===== src/rtl/cpu_pkg.sv =====
// Shared definitions for the flow-control slice.
//   - Default widths/depth used by branch_controller and return_stack.
//   - Loop FSM state encoding.
package cpu_pkg;

   localparam int unsigned DEF_ADDR_W      = 8;
   localparam int unsigned DEF_CNT_W       = 8;
   localparam int unsigned DEF_STACK_DEPTH = 4;

   localparam logic LOOP_IDLE   = 1'b0;
   localparam logic LOOP_ACTIVE = 1'b1;

   typedef enum logic {
      LoopIdle   = LOOP_IDLE,
      LoopActive = LOOP_ACTIVE
   } loop_state_e;

endpackage


===== src/rtl/return_stack.sv =====
// Register-array LIFO holding subroutine return addresses.
// Ports:
//   clk, sync_reset_n : clock, synchronous active-low reset (clears depth only)
//   push_i, data_i    : push data_i (ignored when full)
//   pop_i             : pop top entry (ignored when empty)
//   full_o, empty_o   : occupancy flags
//   top_o             : current top entry (undefined contents when empty)
//   depth_o           : number of entries in use
// The caller never issues push and pop in the same cycle; push takes precedence if it does.
module return_stack
   import cpu_pkg::*;
#(
   parameter int unsigned DEPTH = DEF_STACK_DEPTH,
   parameter int unsigned W     = DEF_ADDR_W,
   localparam int unsigned PTR_W = $clog2(DEPTH),
   localparam int unsigned DW    = PTR_W + 1
) (
   input  logic          clk,
   input  logic          sync_reset_n,
   input  logic          push_i,
   input  logic          pop_i,
   input  logic [W-1:0]  data_i,
   output logic          full_o,
   output logic          empty_o,
   output logic [W-1:0]  top_o,
   output logic [DW-1:0] depth_o
);

   logic [W-1:0]  mem_q [DEPTH];
   logic [DW-1:0] depth_q, depth_d;
   logic [DW-1:0] top_idx;

   always_comb begin
      full_o  = (depth_q == DW'(DEPTH));
      empty_o = (depth_q == '0);
      top_idx = depth_q - 1'b1;
      top_o   = mem_q[top_idx[PTR_W-1:0]];
      depth_o = depth_q;
      depth_d = depth_q;
      if (push_i && !full_o) begin
         depth_d = depth_q + 1'b1;
      end else if (pop_i && !empty_o) begin
         depth_d = depth_q - 1'b1;
      end
   end

   always_ff @(posedge clk) begin
      if (!sync_reset_n) begin
         depth_q <= '0;
      end else begin
         depth_q <= depth_d;
      end
   end

   // Entries need no reset: they are only read below depth_q.
   always_ff @(posedge clk) begin
      if (sync_reset_n && push_i && !full_o) begin
         mem_q[depth_q[PTR_W-1:0]] <= data_i;
      end
   end

endmodule


===== src/rtl/branch_controller.sv =====
// Flow-control controller between decoder and program sequencer.
// Adds a return-address stack (call/ret) and one hardware loop counter.
// Ports:
//   clk, sync_reset_n          : clock, synchronous active-low reset
//   pc                         : current pc from sequencer
//   call_req/ret_req           : decoder CALL target_addr / RET
//   loop_start/loop_end        : decoder LOOP loop_count (body at pc+1) / end-of-body marker
//   jmp, jmp_addr              : combinational jump request to sequencer
//   stack_depth                : return-stack entries in use
//   loop_active/loop_remaining : loop FSM state and iterations left incl. current
//   err_overflow/underflow/multi : sticky error flags
module branch_controller
   import cpu_pkg::*;
#(
   parameter int unsigned ADDR_W      = DEF_ADDR_W,
   parameter int unsigned STACK_DEPTH = DEF_STACK_DEPTH,
   parameter int unsigned CNT_W       = DEF_CNT_W,
   localparam int unsigned DEPTH_W    = $clog2(STACK_DEPTH) + 1
) (
   input  logic               clk,
   input  logic               sync_reset_n,
   input  logic [ADDR_W-1:0]  pc,
   input  logic               call_req,
   input  logic               ret_req,
   input  logic               loop_start,
   input  logic               loop_end,
   input  logic [ADDR_W-1:0]  target_addr,
   input  logic [CNT_W-1:0]   loop_count,
   output logic               jmp,
   output logic [ADDR_W-1:0]  jmp_addr,
   output logic [DEPTH_W-1:0] stack_depth,
   output logic               loop_active,
   output logic [CNT_W-1:0]   loop_remaining,
   output logic               err_overflow,
   output logic               err_underflow,
   output logic               err_multi
);

   // Priority: ret > call > loop_end > loop_start.
   logic do_ret, do_call, do_end, do_start, multi;
   logic [ADDR_W-1:0] pc_inc;

   logic              stk_push, stk_pop, stk_full, stk_empty;
   logic [ADDR_W-1:0] stk_top;

   loop_state_e       state_q, state_d;
   logic [ADDR_W-1:0] base_q, base_d;
   logic [CNT_W-1:0]  rem_q, rem_d;
   logic              ovf_q, ovf_d, udf_q, udf_d, multi_q, multi_d;

   always_comb begin
      do_ret   = ret_req;
      do_call  = call_req & ~ret_req;
      do_end   = loop_end & ~ret_req & ~call_req;
      do_start = loop_start & ~loop_end & ~ret_req & ~call_req;
      multi    = ($countones({call_req, ret_req, loop_start, loop_end}) > 1);
      pc_inc   = pc + 1'b1;
      stk_push = sync_reset_n & do_call & ~stk_full;
      stk_pop  = sync_reset_n & do_ret & ~stk_empty;
   end

   return_stack #(
      .DEPTH (STACK_DEPTH),
      .W     (ADDR_W)
   ) u_return_stack (
      .clk          (clk),
      .sync_reset_n (sync_reset_n),
      .push_i       (stk_push),
      .pop_i        (stk_pop),
      .data_i       (pc_inc),
      .full_o       (stk_full),
      .empty_o      (stk_empty),
      .top_o        (stk_top),
      .depth_o      (stack_depth)
   );

   // Jump mux: combinational, forced low while in reset.
   always_comb begin
      jmp      = 1'b0;
      jmp_addr = '0;
      if (sync_reset_n) begin
         if (do_ret && !stk_empty) begin
            jmp      = 1'b1;
            jmp_addr = stk_top;
         end else if (do_call && !stk_full) begin
            jmp      = 1'b1;
            jmp_addr = target_addr;
         end else if (do_end && state_q == LoopActive && rem_q > CNT_W'(1)) begin
            jmp      = 1'b1;
            jmp_addr = base_q;
         end
      end
   end

   // Loop FSM/counter and sticky errors next-state.
   always_comb begin
      state_d = state_q;
      base_d  = base_q;
      rem_d   = rem_q;
      ovf_d   = ovf_q | (do_call & stk_full);
      udf_d   = udf_q | (do_ret & stk_empty);
      multi_d = multi_q | multi;
      if (do_start) begin
         // Restart from either state; a zero count still runs the body once.
         state_d = LoopActive;
         base_d  = pc_inc;
         rem_d   = (loop_count == '0) ? CNT_W'(1) : loop_count;
      end else if (do_end && state_q == LoopActive) begin
         if (rem_q > CNT_W'(1)) begin
            rem_d = rem_q - 1'b1;
         end else begin
            rem_d   = '0;
            state_d = LoopIdle;
         end
      end
   end

   always_ff @(posedge clk) begin
      if (!sync_reset_n) begin
         state_q <= LoopIdle;
         base_q  <= '0;
         rem_q   <= '0;
         ovf_q   <= 1'b0;
         udf_q   <= 1'b0;
         multi_q <= 1'b0;
      end else begin
         state_q <= state_d;
         base_q  <= base_d;
         rem_q   <= rem_d;
         ovf_q   <= ovf_d;
         udf_q   <= udf_d;
         multi_q <= multi_d;
      end
   end

   always_comb begin
      loop_active    = (state_q == LoopActive);
      loop_remaining = rem_q;
      err_overflow   = ovf_q;
      err_underflow  = udf_q;
      err_multi      = multi_q;
   end

endmodule


===== config.mk =====
export PLATFORM = sky130hd
export DESIGN_NAME = branch_controller
export DESIGN_NICKNAME = d
export VERILOG_FILES = /design/src/rtl/cpu_pkg.sv /design/src/rtl/return_stack.sv /design/src/rtl/branch_controller.sv
export SDC_FILE = /design/constraint.sdc
export NUM_CORES = 1
export LEC_CHECK = 0
export ABC_AREA = 1
export CORE_UTILIZATION = 48
export CTS_CLUSTER_SIZE = 28
export DETAILED_ROUTE_END_ITERATION = 7
export GPL_ROUTABILITY_DRIVEN = 1
export PLACE_DENSITY = 0.81
export SLEW_MARGIN = 20
export SYNTH_ARGS = -nofsm -noshare
export SYNTH_HDL_FRONTEND = slang
export SYNTH_SLANG_ARGS = --single-unit

===== constraint.sdc =====
create_clock -name clk -period 1.93 [get_ports clk]
set_input_delay 0.386 -clock clk [delete_from_list [all_inputs] [get_ports clk]]
set_output_delay 0.386 -clock clk [all_outputs]
set_load 0.005 [all_outputs]

==> flow_metrics.env <==
export IMPL_outcome="complete, but fails checks"
export IMPL_violations="setup timing"
export IMPL_ant_nets=0
export IMPL_synth_xor_area_share_pct=1.717
export IMPL_peakVddDrop_mv=0.4761
export IMPL_die_width_um=81.85
export IMPL_grt_setup_unrepaired="yes"
export IMPL_hold_path_class="flip-flop to flip-flop"
export IMPL_grt_pass1_wl_um=13720
export IMPL_synth_top_family_by_area="simple AND/OR/NAND/NOR gates"
export IMPL_ios=54
export IMPL_drt_first_iter_violations=185
export IMPL_max_slew_margin_rel_pct=68.94
export IMPL_use_met2_pct=46.86
export IMPL_synth_simple_area_share_pct=29.48
export IMPL_synth_cell_types=32
export IMPL_synth_seq_cells=55
export IMPL_ff_latch_area_um2=1429
export IMPL_total_power_mw=3.088
export IMPL_cts_htree_levels=2
export IMPL_final_core_util_pct=73.94
export IMPL_synth_area_mux_share_pct=0
export IMPL_layout_drive_gt1_share_pct=32.75
export IMPL_worstSetupStartpointType="flip-flop"
export IMPL_synth_fp_nets=429
export IMPL_firstDrtPassIters=5
export IMPL_grtUsageMet3_pct=5.111
export IMPL_cts_root_buf="clkbuf_8"
export IMPL_required_ns=1.54
export IMPL_design_area_um2=4456
export IMPL_rr_worst_depth=9
export IMPL_die_area_um2=6699
export IMPL_worst_path_max_fanout=6
export IMPL_start_util_pct=50.79
export IMPL_hold_depth=2
export IMPL_insertedDiodeCount=0
export IMPL_fin_skew_ns=0.006820
export IMPL_grt_pass1_vias=2949
export IMPL_cellPowerDensity_nw_per_um2=693.1
export IMPL_finalWorstSetupSlack_ns=-0.1775
export IMPL_grt_busiest_layer="met2"
export IMPL_syn_inst=389
export IMPL_wl_per_cell_um=15.38
export IMPL_route_vias_total=3167
export IMPL_cts_tree="done"
export IMPL_routed_wl_um=8998
export IMPL_ctsHoldBuffers=0
export IMPL_hpwl_um=6056
export IMPL_nets=549
export IMPL_areaGrowthSynthToFinish_pct=45.58
export IMPL_globalRouteOverflowTotal=0
export IMPL_yosysSeqAreaShare_pct=46.44
export IMPL_rrSetupSlack_ns=0.17
export IMPL_grt_antenna_before_repair=0
export IMPL_numCtsBuffers=5
export IMPL_drv_slew=0
export IMPL_cp_arrival_ns=1.72
export IMPL_numPortBuffers=53
export IMPL_die_h_um=81.85
export IMPL_grt_util_met1_pct=35.58
export IMPL_min_to="err_overflow"
export IMPL_clkSinkCount=55
export IMPL_post_route_period_util_pct=109.2
export IMPL_cts_max_path_buffers=2
export IMPL_gr_usage_all_layers_pct=27.55
export IMPL_tightest_slew_ns=0.4643
export IMPL_coreArea_um2=6026
export IMPL_max_cap_violations=0
export IMPL_maxClockFrequency_ghz=0.4745
export IMPL_crit_type="flip-flop to output pin"
export IMPL_worstSkewPairLatency_ns=0.32
export IMPL_fill_cells=434
export IMPL_grt_max_degree=22
export IMPL_gp_congestion=0.8487
export IMPL_drc=0
export IMPL_end_kind="output pin"
export IMPL_hold_viol=0
export IMPL_period_minus_slack_ns=2.108
export IMPL_netlist_area_um2=3060
export IMPL_setup_viol=9
export IMPL_worstHoldStart="err_overflow"
export IMPL_yosysWarnings=0
export IMPL_synth_fa_ha_area_share_pct=4.334
export IMPL_path_clk_slew_ns=0.11
export IMPL_power_leakage_nw=1.960
export IMPL_r2r_end="u_return_stack.mem_q[0][6]"
export IMPL_row_count=28
export IMPL_placed_cell_area_um2=4049
export IMPL_multi_input_area_um2=1587
export IMPL_viasPerCell=5.414
export IMPL_synth_compound_area_share_pct=9.280
export IMPL_avgSynthCellArea_um2=7.867
export IMPL_r2r_start="u_return_stack.depth_o[0]"
## critical path, cell delays in order (launching register included)
cell and delay, ns:
dfxtp_2 0.36, inv_4 0.04, ha_4 0.27, buf_6 0.15, nand3_2 0.06, nand2_2 0.06
a21oi_2 0.15, o21a_1 0.19, buf_2 0.13
## how the worst max path moves through the flow
stage | end | start | slack [ns]
3_5_place_dp | jmp_addr[5] | call_req | -0.72
2_1_floorplan | u_return_stack.mem_q[1][0] | u_return_stack.depth_o[0] | -0.04
5_1_grt | jmp_addr[6] | loop_remaining[0] | -0.26
3_3_place_gp | jmp_addr[5] | call_req | -0.65
4_1_cts | jmp_addr[0] | loop_remaining[0] | -0.15
6_report | jmp_addr[0] | u_return_stack.depth_o[0] | -0.18
## registers in the layout, summed over array words and instances (netlist names)
register,count
base_q,8
err_multi,1
err_overflow,1
err_underflow,1
loop_active,1
loop_remaining,8
u_return_stack.depth_o,3
u_return_stack.mem_q,32
## power by group
group          internal, mW  leakage (nW)  switching (mW)
logic                 0.489          1.43           0.579
clock network         0.274        0.0515           0.432
registers              1.29         0.478          0.0258
## stage by stage
stage | instances | worst slack, ns | setup TNS, ns | hold WS, ns
floorplan | 389 | -0.04036 | -1.301 | 0.4437
global placement | 563 | -0.6468 | -16.10 | 0.4491
detailed placement | 563 | -0.7192 | -17.32 | 0.4564
CTS | 582 | -0.1469 | -1.080 | 0.4720
global route | 585 | -0.2567 | -1.808 | 0.4959
finish | 585 | -0.1775 | -1.330 | 0.4697
## kinds of logic after synthesis
group | count (synthesis)
adders and majority gates | 10
AOI/OAI and AO/OA | 50
DFF | 55
and+or+nand+nor | 211
buffers and inverters | 57
xor gates and xnor gates | 6
## cells in the final DEF, fill, tap and decap left out, types with 3 or more instances in the layout
cell	Yosys	layout
dlygate4sd2_1	0	3
clkdlybuf4s50_1	0	41
a21oi_2	1	7
nor2_1	54	41
o21ai_1	10	12
nand2_4	1	4
buf_6	4	5
inv_2	11	13
o21ai_0	9	5
nand2_2	5	9
nand2_1	102	95
inv_6	0	3
inv_1	31	26
xor2_1	5	5
a21oi_1	20	14
ha_1	9	5
dfxtp_1	23	19
inv_4	2	4
dfxtp_2	0	3
nand3_2	0	7
clkbuf_8	0	5
nor2_4	0	9
buf_2	2	9
nand3_1	36	29
o21a_1	8	8
nor2_2	6	10
ha_4	0	3
nand4_1	3	3
edfxtp_1	32	32
buf_4	3	65
## metal layers
layer / routed length (um) / vias to the layer above
met1: 3778 / 1471
met5: 0 / -
met4: 208 / 0
met2: 4283 / 166
li1: - / 1498
met3: 727 / 32
## cells in the mapped netlist
cell type | number | area share (%)
a211oi_2 | 1 | 0.41
o21a_1 | 8 | 2.0
xnor2_1 | 1 | 0.29
nand2_2 | 5 | 1.0
dfxtp_1 | 23 | 15
nor2_1 | 54 | 6.6
nand2_4 | 1 | 0.37
a21oi_1 | 20 | 3.3
ha_1 | 9 | 3.7
o21ai_1 | 10 | 1.6
xor2_1 | 5 | 1.4
clkbuf_1 | 1 | 0.12
buf_4 | 3 | 0.74
nand3b_1 | 2 | 0.49
o21ai_0 | 9 | 1.5
buf_2 | 2 | 0.33
nor3_2 | 1 | 0.33
nand2_1 | 102 | 13
inv_4 | 2 | 0.41
buf_6 | 4 | 1.5
fa_1 | 1 | 0.65
nand4_2 | 1 | 0.41
clkinv_4 | 1 | 0.29
nand3_1 | 36 | 5.9
o21bai_1 | 1 | 0.25
inv_2 | 11 | 1.3
buf_1 | 2 | 0.25
nand4_1 | 3 | 0.61
nor2_2 | 6 | 1.2
edfxtp_1 | 32 | 31
a21oi_2 | 1 | 0.29
inv_1 | 31 | 3.8
## what timing repair did
item	4_1_cts	5_1_grt
gates resized for setup	81	34
pin swaps	24	20
cloned	1	0
endpoints found under the setup margin	41	10
setup buffers	11	3
## layout make-up
class	instances	share of cell area, %
well taps	75	2.106
inverters	45	4.353
repair inverters	1	0.08425
clock buffers	5	1.545
multi-input cells	277	35.61
clock inverters	3	0.7582
flip-flops and latches	55	32.07
repair buffers	124	23.48
(Power assumes the default switching activity.)
